===== config.mk =====
export PLATFORM = sky130hd
export DESIGN_NAME = alu_result_stage
export DESIGN_NICKNAME = d
export VERILOG_FILES = /design/src/rtl/alu_pkg.sv /design/src/rtl/alu_flag_gen.sv /design/src/rtl/alu_result_stage.sv
export SDC_FILE = /design/constraint.sdc
export NUM_CORES = 1
export LEC_CHECK = 0
export BUFFER_PORTS_ARGS = -buffer_cell sky130_fd_sc_hd__buf_4
export CORE_MARGIN = 2
export CORE_UTILIZATION = 51
export DETAILED_ROUTE_END_ITERATION = 12
export PLACE_DENSITY = 0.83
export SYNTH_ARGS = -nofsm -noshare
export SYNTH_HDL_FRONTEND = slang
export SYNTH_SLANG_ARGS = --single-unit

===== constraint.sdc =====
create_clock -name clk -period 2.3 [get_ports clk]
set_input_delay 0.23 -clock clk [delete_from_list [all_inputs] [get_ports clk]]
set_output_delay 0.23 -clock clk [all_outputs]
set_load 0.005 [all_outputs]

===== src/rtl/alu_pkg.sv =====
// Package for the ALU logic unit.
//   ALU_WIDTH    : operand / result width of the logic unit
//   ALU_SEL_*    : 2-bit opcode encodings selecting the logic result
package alu_pkg;

    localparam int ALU_WIDTH = 6;

    localparam logic [1:0] ALU_SEL_AND  = 2'b00;
    localparam logic [1:0] ALU_SEL_OR   = 2'b01;
    localparam logic [1:0] ALU_SEL_XOR  = 2'b10;
    localparam logic [1:0] ALU_SEL_XNOR = 2'b11;

endpackage


===== src/rtl/alu_flag_gen.sv =====
// alu_flag_gen: combinational status flags for one WIDTH-bit value.
//   value    in   WIDTH  value to inspect
//   zero     out  1      value == 0
//   all_ones out  1      value == all ones
//   parity   out  1      even-parity XOR-reduce (only with RESULT_PARITY_EN)
// Optional feature macro: RESULT_PARITY_EN.
module alu_flag_gen
    import alu_pkg::*;
#(
    parameter int WIDTH = ALU_WIDTH
) (
    input  logic [WIDTH-1:0] value,
    output logic             zero,
`ifdef RESULT_PARITY_EN
    output logic             parity,
`endif
    output logic             all_ones
);

    assign zero     = (value == '0);
    assign all_ones = &value;
`ifdef RESULT_PARITY_EN
    assign parity   = ^value;
`endif

endmodule


===== src/rtl/alu_result_stage.sv =====
// alu_result_stage: registered output stage of the ALU logic unit.
// Selects one of four logic results by sel, registers it with flags and
// presents it on a valid/ready handshake. A skid entry behind the output
// register lets the stage accept one more input while downstream stalls,
// so in_ready depends only on registered state.
//   clk, reset           clock, synchronous active-high reset
//   in_valid/in_ready    input handshake
//   sel                  00 AND, 01 OR, 10 XOR, 11 XNOR
//   and_res..xnor_res    parallel logic-unit results
//   out_valid/out_ready  output handshake
//   result, zero, all_ones, parity   registered result and flags
//   op_count             accepted-transfer counter, wraps
// Optional feature macro: RESULT_PARITY_EN (adds the parity output).
module alu_result_stage
    import alu_pkg::*;
#(
    parameter int WIDTH = ALU_WIDTH,
    parameter int CNT_W = 8
) (
    input  logic             clk,
    input  logic             reset,
    input  logic             in_valid,
    output logic             in_ready,
    input  logic [1:0]       sel,
    input  logic [WIDTH-1:0] and_res,
    input  logic [WIDTH-1:0] or_res,
    input  logic [WIDTH-1:0] xor_res,
    input  logic [WIDTH-1:0] xnor_res,
    output logic             out_valid,
    input  logic             out_ready,
    output logic [WIDTH-1:0] result,
    output logic             zero,
    output logic             all_ones,
`ifdef RESULT_PARITY_EN
    output logic             parity,
`endif
    output logic [CNT_W-1:0] op_count
);

    logic [WIDTH-1:0] mux_val;
    logic             accept;

    logic             out_valid_q, out_valid_d;
    logic [WIDTH-1:0] result_q,    result_d;
    logic             zero_q,      zero_d;
    logic             ones_q,      ones_d;
    logic             skid_valid_q, skid_valid_d;
    logic [WIDTH-1:0] skid_val_q,   skid_val_d;
    logic             skid_zero_q,  skid_zero_d;
    logic             skid_ones_q,  skid_ones_d;
    logic [CNT_W-1:0] op_count_q,   op_count_d;

    // Flags of the incoming value, one copy travelling with the skid entry
    // and one feeding the direct output-register load.
    logic             sk_zero, sk_ones, ld_zero, ld_ones;

`ifdef RESULT_PARITY_EN
    logic             parity_q, parity_d;
    logic             skid_par_q, skid_par_d;
    logic             sk_par, ld_par;
`endif

    always_comb begin
        case (sel)
            ALU_SEL_AND: mux_val = and_res;
            ALU_SEL_OR:  mux_val = or_res;
            ALU_SEL_XOR: mux_val = xor_res;
            default:     mux_val = xnor_res;
        endcase
    end

    alu_flag_gen #(.WIDTH(WIDTH)) u_flag_skid (
        .value    (mux_val),
        .zero     (sk_zero),
`ifdef RESULT_PARITY_EN
        .parity   (sk_par),
`endif
        .all_ones (sk_ones)
    );

    alu_flag_gen #(.WIDTH(WIDTH)) u_flag_load (
        .value    (mux_val),
        .zero     (ld_zero),
`ifdef RESULT_PARITY_EN
        .parity   (ld_par),
`endif
        .all_ones (ld_ones)
    );

    // Skid occupancy is the only thing that blocks input; reset also blocks.
    assign in_ready = !skid_valid_q && !reset;
    assign accept   = in_valid && in_ready;

    always_comb begin
        out_valid_d  = out_valid_q;
        result_d     = result_q;
        zero_d       = zero_q;
        ones_d       = ones_q;
        skid_valid_d = skid_valid_q;
        skid_val_d   = skid_val_q;
        skid_zero_d  = skid_zero_q;
        skid_ones_d  = skid_ones_q;
`ifdef RESULT_PARITY_EN
        parity_d     = parity_q;
        skid_par_d   = skid_par_q;
`endif
        op_count_d   = op_count_q + CNT_W'(accept);

        if (!out_valid_q || out_ready) begin
            // Output register free this cycle: skid has priority (FULL),
            // otherwise take the new input directly.
            if (skid_valid_q) begin
                out_valid_d  = 1'b1;
                result_d     = skid_val_q;
                zero_d       = skid_zero_q;
                ones_d       = skid_ones_q;
`ifdef RESULT_PARITY_EN
                parity_d     = skid_par_q;
`endif
                skid_valid_d = 1'b0;
            end else if (accept) begin
                out_valid_d  = 1'b1;
                result_d     = mux_val;
                zero_d       = ld_zero;
                ones_d       = ld_ones;
`ifdef RESULT_PARITY_EN
                parity_d     = ld_par;
`endif
            end else begin
                out_valid_d  = 1'b0;
            end
        end else if (accept) begin
            // Output held by a stall: park the new entry in the skid.
            skid_valid_d = 1'b1;
            skid_val_d   = mux_val;
            skid_zero_d  = sk_zero;
            skid_ones_d  = sk_ones;
`ifdef RESULT_PARITY_EN
            skid_par_d   = sk_par;
`endif
        end
    end

    always_ff @(posedge clk) begin
        if (reset) begin
            out_valid_q  <= 1'b0;
            result_q     <= '0;
            zero_q       <= 1'b0;
            ones_q       <= 1'b0;
            skid_valid_q <= 1'b0;
            skid_val_q   <= '0;
            skid_zero_q  <= 1'b0;
            skid_ones_q  <= 1'b0;
            op_count_q   <= '0;
`ifdef RESULT_PARITY_EN
            parity_q     <= 1'b0;
            skid_par_q   <= 1'b0;
`endif
        end else begin
            out_valid_q  <= out_valid_d;
            result_q     <= result_d;
            zero_q       <= zero_d;
            ones_q       <= ones_d;
            skid_valid_q <= skid_valid_d;
            skid_val_q   <= skid_val_d;
            skid_zero_q  <= skid_zero_d;
            skid_ones_q  <= skid_ones_d;
            op_count_q   <= op_count_d;
`ifdef RESULT_PARITY_EN
            parity_q     <= parity_d;
            skid_par_q   <= skid_par_d;
`endif
        end
    end

    assign out_valid = out_valid_q;
    assign result    = result_q;
    assign zero      = zero_q;
    assign all_ones  = ones_q;
    assign op_count  = op_count_q;
`ifdef RESULT_PARITY_EN
    assign parity    = parity_q;
`endif

endmodule


## After elaboration in Yosys (flattened, before gate mapping)

Index checks and enable logic that the tools add are counted.

- Bits in read-only memories: 0
- Bits in latches: 0
- Register bits: 26
- RAM bits: 0
- Output and inout port bits: 18
- Bits of input ports: 30
- Memories: 0

- Divide/modulo/power cells: 0
- Mux-type cells: 9
- Equal/unequal tests: 2
- Shifts and indexed selects: 0
- $lt $le $gt $ge: 0
- Add/subtract/negate cells: 1
- Reductions and logical operators: 13
- $mul: 0
- Bitwise gates (word level): 1

Operators by type and width:

| cell | number |
|---|---|
| $pmux W6 S3 | 1 |
| $mux W6 | 2 |
| $add A8 B1 Y8 | 1 |
| $logic_not A6 Y1 | 1 |
| $mux W1 | 6 |
| $reduce_and A6 Y1 | 1 |
| $reduce_and A2 Y1 | 2 |
| $logic_not A1 Y1 | 3 |
| $eq A2 B1 Y1 const B | 1 |
| $eq A2 B2 Y1 const B | 1 |
| $logic_and A1 B1 Y1 | 2 |
| $logic_not A2 Y1 | 1 |
| $reduce_bool A2 Y1 | 1 |
| $reduce_or A2 Y1 | 1 |
| $logic_or A1 B1 Y1 | 1 |
| $not A1 Y1 | 1 |

## Depth between registers and ports, before layout

- Depth in word-level cells: 5
- Gate-level depth with buffers: 7

## Cells and area by module

Synthesis repeated with hierarchy kept, for this count alone.

- Cells, all modules: 151
- Area, all modules: 1422.6 um^2

By module, submodules not included:

| module | cells an instance | times used | area an instance (um^2) | seq. area each (um^2) |
|---|---|---|---|---|
| alu_result_stage | 141 | 1 | 1360.1 | 520.5 |
| alu_flag_gen | 5 | 2 | 31.3 | 0.0 |

## Worst setup path after synthesis

Ideal clock, no wire load.

- Path type: input -> register
- From: input port sel[0]
- To: register zero_q, in the netlist zero
- Required time: 2.212 ns
- Arrival: 1.467 ns
- Setup slack: 0.745 ns
- Stages: 5
- Cells stage by stage: buf_6 mux4_2 nor4_4 nand3_1 a311oi_2

- Longest elaborated chain between the ends: 5
- Elaborated cells between the ends (all ways): 7

RTL lines:

| element | RTL line | source |
|---|---|---|
| start, declared | alu_result_stage.sv:24 | `input logic [1:0] sel,` |
| $eq A2 B2 Y1, or another cell as far along | alu_result_stage.sv:64 | `case (sel)` |
| $pmux W6 S3 (*) | alu_result_stage.sv:64 |  |
| $logic_not A6 Y1 (*) | alu_flag_gen.sv:20 | `assign zero = (value == '0);` |
| $mux W1 (*) | alu_result_stage.sv:121 | `end else if (accept) begin` |
| $mux W1 (*) | alu_result_stage.sv:112 | `if (skid_valid_q) begin` |
| end signal, assigned | alu_result_stage.sv:162 | `zero_q <= zero_d;` |
| end, declared | alu_result_stage.sv:45 | `logic zero_q, zero_d;` |

Every way passes the cells marked *; elsewhere a longest branch is shown, timed or not. The select of a mux whose other input is x is not followed.
A chain may end at the register's enable or synchronous reset.

## Final worst setup path

- From: register skid_valid_q
- To: register op_count_q[7], in the netlist op_count[7]

- Longest elaborated chain between the ends: 4

RTL lines:

| element | RTL line | source |
|---|---|---|
| start, declared | alu_result_stage.sv:47 | `logic skid_valid_q, skid_valid_d;` |
| start signal, assigned | alu_result_stage.sv:164 | `skid_valid_q <= skid_valid_d;` |
| $logic_not A1 Y1 | alu_result_stage.sv:91 | `assign in_ready = !skid_valid_q && !reset;` |
| $logic_and A1 B1 Y1 | alu_result_stage.sv:91 |  |
| $logic_and A1 B1 Y1 | alu_result_stage.sv:92 | `assign accept = in_valid && in_ready;` |
| via accept | alu_result_stage.sv:41 | `logic accept;` |
| $add A8 B1 Y8 | alu_result_stage.sv:107 | `op_count_d = op_count_q + CNT_W'(accept);` |
| end signal, assigned | alu_result_stage.sv:168 | `op_count_q <= op_count_d;` |
| end, declared | alu_result_stage.sv:51 | `logic [CNT_W-1:0] op_count_q, op_count_d;` |

The timed path passes the listed nets, and every way through them passes these cells.

==> metrics.md <==
| Metric | Value |
|---|---|
| Final Critical Period | 1.71 ns |
| Share of layout cells above drive strength 1 | about a third |
| Primary FF master, synth | dfxtp_1 |
| Post-CTS Resized | 0 |
| Hold Path End | skid_valid_q |
| DIE AREA | between 2000 and 3000 um2 |
| Clk slew on worst S/H paths | between 0.1 and 0.15 ns |
| Reg2reg path depth | 6 |
| R2R setup slack | between 0.5 and 0.6 ns |
| Root Buffer | clkbuf_4 |
| Place WS | about 0.59 ns |
| DRC violations left | 0 |
| Clock Skew | ~0.0074 ns |
| Max-Cap Viols | 0 |
| Global route overflow | 0 |
| Vias in the first global route | 990 |
| Busiest grt layer | met2 |
| Worst hold path type | primary input to register |
| CTS Sinks | 26 |
| Final Slew Violations | 0 |
| Final Hold Fails | 0 |
| Largest net degree at the start of global routing | 30 |
| Initial drt markers | 16 |
| Post-Route WL | about 2.5 mm |
| Wirelength per Cell | roughly 12 um |
| Vias | 1110 |
| Hold Slack | between 0.15 and 0.2 ns |
| Hold_sp | out_ready |
| Initial Util | between 50% and 60% |
| Relative slew slack | around three quarters |
| Initial DRT Pass Iterations | 4 |
| First-pass GRT wire length | 4.04 mm |
| Critical Path Source Type | register |
| Hold-fix buffers, CTS | 0 |
| Avg Cell Area, Syn | 9.22 um2 |
| Post-synthesis cell count | 133 |
| Worst-path maximum fanout | 12 |
| RSZ-0062 raised after global routing | no |
| Clk_lat worst skew | around 0.32 ns |
| Lkg Pwr | about 0.00068 uW |
| Fin cells | between 200 and 250 |
| CTS buffer count | 3 |
| Worst hold path cell count | 3 |
| PortBufs | 47 |
| Worst r2r dst | op_count[7] |
| Crit end category | register |
| Critical Path RT | 2.51 ns |
| Area grow syn2layout | 31.2% |
| Syn Nets | ~170 |
| Pwr per Cell Area | 511 nW/um2 |
| Drt via density | 5.41 |
| Placed cells | 202 |
| Synth unique cells | 25 |
| Post-route ant nets | 0 |
| Post-route setup TNS | 0 ns |
| RD Place Congestion | 0.801 |
| Post-synth ARST share | 0% |
| Placement Rows | 17 |
| Overall global routing resource usage | around a fifth |
| Worst-Margin Slew | ~0.38 ns |
| Outcome | complete, no violations |
| Critical setup path kind | register to register |
| Post-route clock period utilization | about 74% |
| CTS tree | done |
| Number of enable flip-flop cells after synthesis | 0 |
| Diode count | 0 |
| Warnings from Yosys | 0 |
| Initial antenna violation count | 0 |
| Core ar. | ~2200 um2 |
| CP Data Arrival Time | between 1.5 and 2 ns |
| Clock tree buffer depth | 2 |
| RR Startpoint | skid_valid_q |
| M1 GR Usage | 21.3% |
| Cell area after synthesis | 1230 um2 |
| Fin worst setup slack | a little under 0.6 ns |
| Synthesized flop and latch total | 26 |
| Tot Pwr | 822 uW |
| Sequential element share of the synthesized area | a little over two fifths |
| Die height | ~53 um |
| Max VDD drop | between 0.2 and 0.3 mV |
| Io pins | between 40 and 50 |
| Final setup fails | 0 |
| Grt met3 use | slightly below 4% |
| Final #Nets | 211 |
| DP HPWL | 1.94 mm |
| Met2 Usage GRT | ~37% |
| Die Span X | 53.0 um |
| Achievable Freq | 584 MHz |
| Setup bufs post-CTS | 0 |
| CTS H-tree depth | 1 |
## final cells by class
| cell class | instances | area [um2] |
|---|---|---|
| multi-input combinational | 99 | 667 |
| fill | 166 | 624 |
| sequential | 26 | 520 |
| timing repair buffer | 48 | 360 |
| tap | 28 | 35.0 |
| clock buffer | 3 | 22.5 |
| inverter | 1 | 3.75 |
## through the flow
stage          util [%]  area (um2)
2_1_floorplan         -        1230
3_3_place_gp       71.0        1590
3_5_place_dp       71.0        1590
4_1_cts            72.0        1610
5_1_grt            72.0        1610
6_report           72.0        1610
## sequential cells by signal, summed over array words and instances, names as in the netlist
| signal | cells |
|---|---|
| skid_zero_q | 1 |
| result | 6 |
| all_ones | 1 |
| skid_valid_q | 1 |
| op_count | 8 |
| skid_val_q | 6 |
| skid_ones_q | 1 |
| zero | 1 |
| out_valid | 1 |
## per-layer routing
| layer | wire [um] | part of all wire [%] | vias up |
|---|---|---|---|
| met1 | 1040 | 41 | 503 |
| met2 | 1270 | 50 | 45 |
| li1 | - | - | 557 |
| met5 | 0 | 0 | - |
| met4 | 46 | 1.8 | 0 |
| met3 | 172 | 6.8 | 5 |
## kinds of logic after synthesis
family	Yosys count	synth area share, %
xor+xnor	6	4.29
flops	26	42.4
compound gates	18	10.3
simple gates	67	25.5
fa+ha+maj	2	2.04
buf+inv	8	3.16
mux	6	12.2
## Yosys cell counts, drive strengths merged (3+ instances only)
cell	number	area, um2
clkbuf	4	15.0
a311oi	8	76.3
mux4	6	150
nor2	17	63.8
nand3	8	40.0
nor2b	3	18.8
buf	3	20.0
xor2	4	35.0
nand2	29	109
a21oi	10	50.1
dfxtp	26	521
## how the worst max path moves through the flow
stage	depth (start not counted)	from	to
final	6	skid_valid_q	op_count[7]
after floorplan	5	sel[0]	zero
after detailed placement	5	sel[1]	zero
after global placement	5	sel[1]	zero
after global routing	5	skid_valid_q	result[3]
after CTS	6	skid_valid_q	op_count[7]
## critical path: stages, from the launching register on
cell and delay, ns:
dfxtp_1 0.45, nor3b_1 0.38, ha_1 0.24, and3_1 0.24
nand3_1 0.11, xor2_1 0.14, nor2_1 0.06
## report_power, final
group	internal (uW)	leakage [uW]	total, uW	switching, uW
registers	467	0.000212	478	10.4
clock network	61.5	0.0000138	191	130
logic	88.2	0.000452	153	65.1
## placed cells by master, fill, tap and decap left out
| master | count |
|---|---|
| a21oi_1 | 10 |
| dfxtp_1 | 26 |
| nor2b_1 | 3 |
| a311oi_2 | 1 |
| xnor2_1 | 2 |
| buf_4 | 48 |
| a311oi_1 | 7 |
| mux4_2 | 2 |
| xor2_1 | 4 |
| ha_1 | 2 |
| nor2_1 | 17 |
| nand2b_1 | 2 |
| and3_1 | 2 |
| and4_2 | 1 |
| and2_1 | 2 |
| nor3b_1 | 1 |
| nor4_4 | 1 |
| mux4_1 | 4 |
| nand2_1 | 29 |
| clkinv_1 | 1 |
| nor3_1 | 1 |
| clkbuf_4 | 3 |
| nand3_1 | 8 |
No activity file was read; power rests on OpenSTA's default activity.
